$ cat config.mk
export PLATFORM = sky130hd
export DESIGN_NAME = demux_deserializer_flat
export DESIGN_NICKNAME = d
export VERILOG_FILES = /design/src/rtl/demux_deserializer_if.sv /design/src/rtl/demux_deserializer.sv /design/src/flat_wrapper.sv
export SDC_FILE = /design/constraint.sdc
export NUM_CORES = 1
export LEC_CHECK = 0
export BUFFER_PORTS_ARGS = -buffer_cell sky130_fd_sc_hd__buf_2
export CAP_MARGIN = 20
export CORE_UTILIZATION = 51
export DETAILED_ROUTE_END_ITERATION = 7
export HOLD_SLACK_MARGIN = 0.1
export PLACE_DENSITY = 0.73
export SLEW_MARGIN = 15
export SYNTH_ARGS = -nofsm -noshare
export SYNTH_HDL_FRONTEND = slang
export SYNTH_SLANG_ARGS = --single-unit
$ cat constraint.sdc
create_clock -name clk -period 1.5 [get_ports clk]
set_input_delay 0.45 -clock clk [delete_from_list [all_inputs] [get_ports clk]]
set_output_delay 0.45 -clock clk [all_outputs]
set_load 0.01 [all_outputs]
$ cat src/rtl/demux_deserializer_if.sv
// rtl/demux_deserializer_if.sv - serial-in / two-channel word-out bundle for demux_deserializer
//
// Purpose: groups the serial input, the per-channel acknowledges and the
// per-channel word/flag outputs of the demux deserializer.
// Signals:
//   din, valid, select : serial bit, qualifier, channel tag (0 -> ch0, 1 -> ch1)
//   ack0, ack1         : consumer acknowledge per channel
//   word0, word1       : last completed word per channel
//   done0, done1       : word holds an unacknowledged new value
//   ovf0, ovf1         : sticky, a bit was dropped while the channel was full
// Modports:
//   master : the side that drives the stream and consumes words (bench / upstream)
//   slave  : the deserializer itself
interface demux_deserializer_if #(
   parameter int WIDTH = 4
);
   logic             din;
   logic             valid;
   logic             select;
   logic             ack0;
   logic             ack1;
   logic [WIDTH-1:0] word0;
   logic [WIDTH-1:0] word1;
   logic             done0;
   logic             done1;
   logic             ovf0;
   logic             ovf1;

   modport master (
      output din, valid, select, ack0, ack1,
      input  word0, word1, done0, done1, ovf0, ovf1
   );

   modport slave (
      input  din, valid, select, ack0, ack1,
      output word0, word1, done0, done1, ovf0, ovf1
   );
endinterface

$ cat src/rtl/demux_deserializer.sv
// rtl/demux_deserializer.sv - routes a tagged serial stream into two WIDTH-bit word channels
//
// Purpose: each valid bit goes to the channel named by select, is shifted in
// MSB-first, and the bit completing WIDTH bits publishes the word with a held
// done flag. The consumer clears done with ack. Bits arriving for a channel
// whose done is still set (and not acked that cycle) are dropped and flag ovf.
// Ports:
//   clk   : rising-edge clock
//   reset : synchronous, active-high; clears words, flags, shift registers, counters
//   bus   : demux_deserializer_if.slave (din/valid/select/ack0/ack1 in,
//           word0/word1/done0/done1/ovf0/ovf1 out)
module demux_deserializer #(
   parameter int WIDTH = 4
) (
   input  logic                  clk,
   input  logic                  reset,
   demux_deserializer_if.slave   bus
);
   localparam int CW = (WIDTH > 2) ? $clog2(WIDTH) : 1;

   typedef enum logic {
      COLLECT = 1'b0,
      FULL    = 1'b1
   } state_t;

   logic [1:0]            ack;
   logic [1:0]            done_w;
   logic [1:0]            ovf_w;
   logic [1:0][WIDTH-1:0] word_w;

   assign ack = {bus.ack1, bus.ack0};

   for (genvar c = 0; c < 2; c++) begin : g_ch
      state_t           state_q, state_d;
      logic [WIDTH-1:0] sh_q, sh_d;
      logic [WIDTH-1:0] word_q, word_d;
      logic [CW-1:0]    cnt_q, cnt_d;
      logic             ovf_q, ovf_d;
      logic             hit;
      logic             accept;
      logic [WIDTH-1:0] shifted;

      always_ff @(posedge clk) begin
         if (reset) begin
            state_q <= COLLECT;
            sh_q    <= '0;
            word_q  <= '0;
            cnt_q   <= '0;
            ovf_q   <= 1'b0;
         end else begin
            state_q <= state_d;
            sh_q    <= sh_d;
            word_q  <= word_d;
            cnt_q   <= cnt_d;
            ovf_q   <= ovf_d;
         end
      end

      always_comb begin
         state_d = state_q;
         sh_d    = sh_q;
         word_d  = word_q;
         cnt_d   = cnt_q;
         ovf_d   = ovf_q;
         hit     = bus.valid && (bus.select == 1'(c));
         // An ack in the same cycle frees the channel, so the bit is taken.
         accept  = hit && ((state_q == COLLECT) || ack[c]);
         shifted = {sh_q[WIDTH-2:0], bus.din};

         if ((state_q == FULL) && ack[c]) begin
            state_d = COLLECT;
         end

         if (hit && !accept) begin
            ovf_d = 1'b1;
         end

         if (accept) begin
            sh_d = shifted;
            if (cnt_q == CW'(WIDTH - 1)) begin
               // Completing bit: publishes the word; overrides a same-cycle ack.
               word_d  = shifted;
               cnt_d   = '0;
               state_d = FULL;
            end else begin
               cnt_d = cnt_q + 1'b1;
            end
         end
      end

      assign done_w[c] = (state_q == FULL);
      assign ovf_w[c]  = ovf_q;
      assign word_w[c] = word_q;
   end

   assign bus.word0 = word_w[0];
   assign bus.word1 = word_w[1];
   assign bus.done0 = done_w[0];
   assign bus.done1 = done_w[1];
   assign bus.ovf0  = ovf_w[0];
   assign bus.ovf1  = ovf_w[1];
endmodule

$ cat src/flat_wrapper.sv
// flat-port wrapper written by rule: the top's interface ports become plain ports
module demux_deserializer_flat 
#(
   parameter int WIDTH = 4
)
  (clk, reset, bus_din, bus_valid, bus_select, bus_ack0, bus_ack1, bus_word0, bus_word1, bus_done0, bus_done1, bus_ovf0, bus_ovf1);
  demux_deserializer_if #(.WIDTH(WIDTH)) bus_i ();
  input  logic clk;
  input  logic reset;
  input wire logic [$bits(bus_i.din)-1:0] bus_din;
  input wire logic [$bits(bus_i.valid)-1:0] bus_valid;
  input wire logic [$bits(bus_i.select)-1:0] bus_select;
  input wire logic [$bits(bus_i.ack0)-1:0] bus_ack0;
  input wire logic [$bits(bus_i.ack1)-1:0] bus_ack1;
  output wire logic [$bits(bus_i.word0)-1:0] bus_word0;
  output wire logic [$bits(bus_i.word1)-1:0] bus_word1;
  output wire logic [$bits(bus_i.done0)-1:0] bus_done0;
  output wire logic [$bits(bus_i.done1)-1:0] bus_done1;
  output wire logic [$bits(bus_i.ovf0)-1:0] bus_ovf0;
  output wire logic [$bits(bus_i.ovf1)-1:0] bus_ovf1;
  assign bus_i.din = bus_din;
  assign bus_i.valid = bus_valid;
  assign bus_i.select = bus_select;
  assign bus_i.ack0 = bus_ack0;
  assign bus_i.ack1 = bus_ack1;
  assign bus_word0 = bus_i.word0;
  assign bus_word1 = bus_i.word1;
  assign bus_done0 = bus_i.done0;
  assign bus_done1 = bus_i.done1;
  assign bus_ovf0 = bus_i.ovf0;
  assign bus_ovf1 = bus_i.ovf1;
  demux_deserializer #(.WIDTH(WIDTH)) u_core (.clk(clk), .reset(reset), .bus(bus_i));
endmodule
==> run metrics <==
commonest non-fill, non-tap cells in the layout=dfxtp_1, a21oi_1, buf_2; Layout area overhead=17.61%; Cell Area, Placed=0.001050 sq mm; clock slew at reported path FFs=0.12 ns; Setup TNS=0 ns; largest net degree at the start of global routing=19; Clock Skew=0.007402 ns; number of distinct library cells after synthesis=21; Clk Latency, worst-skew pair=0.31 ns; Worst slew margin=78.08%; chip width=44.55 microns; layout cell share with drive strength beyond 1=24.80%; Final Cell Area=0.001086 sq mm; crit-path max FO=6; root buffer cell=clkbuf_4; final worst slack=0.1770 ns; Post-Syn Area=923.4 sq um; die area=0.001985 sq mm; leak pwr=0.4271 nW; CTS HTree Levels=1; initial antenna violation count=0; IO buf count=18; all-layer global routing usage=19.93%; first drt pass iteration count=4; Required @ worst endpoint=1.74 ns; Wirelength per Cell=12.20 microns; Min Hold Slack=0.4110 ns; Sequential Area=440.4 sq um; CP Cell Sequence=ha_1 > or4_1 > a21oi_1; #FFs+latches synth=22; RePlAce Congestion=0.7792; worst min path class=input pin to flip-flop; sequential area share after synthesis=47.70%; TritonCTS Buffers=3; worst slew pin tran=0.3287 ns; Layout Utilization=63.59%; PostCTS Resize Cnt=0; number of diodes=0; worst r2r src=u_core.g_ch[1].cnt_q[0]; Synth Instances=105; clk sinks=22; FF-to-FF End=u_core.g_ch[1].cnt_q[0]; syn_nets=114; commonest non-fill, non-tap cell in the layout=dfxtp_1; critical path arrival=1.57 ns; P per Cell Area=911.8 mW/mm^2; Antenna Nets Post-Route=0; first-pass GRT wire length=2967 microns; Via-to-Cell Ratio=5.547; setup violators final=0; outcome=complete, no violations; final-layout fill cell count=156; Setup CP Type=flip-flop to flip-flop; FF-to-FF setup slack=0.18 ns; CTS Hold Buffers Added=0; DRC viols=0; Final Cycle Share=88.20%; total chip power=0.9903 mW; setup bufs post-CTS=0; Ys Warns=0; area of the multi-input gates=427.9 sq um; Non-Filler Instances=150; Max-cap violations=0; Std-Cell Core Area=0.001708 sq mm; Worst Setup Start Kind=flip-flop; Worst setup EP type=flip-flop; die height=44.55 microns; CTS tree=done; Mapped Avg Cell Area=8.794 sq um; Worst setup startpoint=u_core.g_ch[1].cnt_q[0]; CP max stage delay=0.52 ns; max-slew violations=0; peak supply drop=0.7502 mV; DR vias=832; clk buf depth=2; Max Freq=755.9 MHz; reg2reg path depth=3; final hold vios=0; Routed WL=1830 microns; CP max-delay cell=or4_1; Post-Place Setup Slack=0.1355 ns; I/O pin total=19; min cycle time layout=1.323 ns; vias in the first global route=683; Net count, final=135; post-detail-place hpwl=1293 microns; Starting Density=54.07%; row cnt=15; crit path to=u_core.g_ch[1].cnt_q[0]; cell count after placement=146; RSZ-0062 raised after global routing=false; DR iter-0 viols=12; GRT Residual Overflow=0
power breakdown:
part	internal (mW)	total, mW	switching (mW)
logic	0.0258	0.0641	0.0384
clock network	0.148	0.327	0.179
registers	0.593	0.599	0.00598
total	0.767	0.990	0.223
critical path, delay by kind of cell (launching register included):
kind	cells	cell delay [ns]
DFF	1	0.34
and+or+nand+nor	1	0.52
AOI/OAI and AO/OA	1	0.13
adders and majority gates	1	0.27
routing by layer:
| layer | vias to the layer above | share of wire (%) | GRT usage, % |
|---|---|---|---|
| met3 | 2 | 5.5 | 4.898 |
| met5 | - | 0 | 0 |
| met1 | 389 | 49 | 27.66 |
| met4 | 0 | 0.66 | 5.455 |
| met2 | 21 | 44 | 30.88 |
| li1 | 420 | - | - |
synthesized netlist by cell type:
library cell	number	area, sq um
dfxtp_1	22	440.4
ha_1	2	25.02
inv_1	2	7.510
nand2b_1	4	25.02
nor2_1	3	11.26
o31ai_1	7	52.55
or2b_2	1	8.760
nand2_1	1	3.750
or4_1	2	15.01
buf_2	5	25.02
nand4_1	7	43.79
nand3_1	9	45.04
a21oi_1	21	105.1
mux2i_1	1	10.01
clkbuf_1	2	7.510
buf_6	1	11.26
and2_1	1	6.260
nor2b_4	1	13.76
nor2b_1	2	12.51
o21ai_0	10	50.05
buf_1	1	3.750
final cells by class:
class                      instances  share of cell area, %
tap                               25                  2.880
timing repair buffer              25                  13.13
sequential                        22                  40.55
clock buffer                       4                  3.341
inverter                           2                 0.6912
multi-input combinational         72                  39.40
state kept, by name (all words and copies together), names as in the netlist:
name	cells
u_core.g_ch.sh_q	6
u_core.bus.word0	4
u_core.bus.done0	1
u_core.bus.ovf0	1
u_core.g_ch.cnt_q	4
u_core.bus.done1	1
u_core.bus.word1	4
u_core.bus.ovf1	1
cell families after synthesis:
kind of cell / share of synthesized area, %
compound gates: 22.49
fa+ha+maj: 2.710
buf+inv: 5.962
flops: 47.70
mux: 1.084
simple gates: 20.05
how the worst min path moves through the flow:
stage | startpoint | endpoint | slack, ns | cells after the start
global route | bus_din | u_core.bus.word0[0] | 0.41 | 3
global placement | u_core.bus.ovf0 | u_core.bus.ovf0 | 0.45 | 2
finish | bus_din | u_core.g_ch[1].sh_q[0] | 0.41 | 3
floorplan | u_core.g_ch[0].sh_q[2] | u_core.bus.word0[3] | 0.44 | 2
detailed placement | u_core.bus.ovf1 | u_core.bus.ovf1 | 0.45 | 2
CTS | bus_din | u_core.g_ch[1].sh_q[0] | 0.41 | 3
Power figures use the tool's default switching activity.
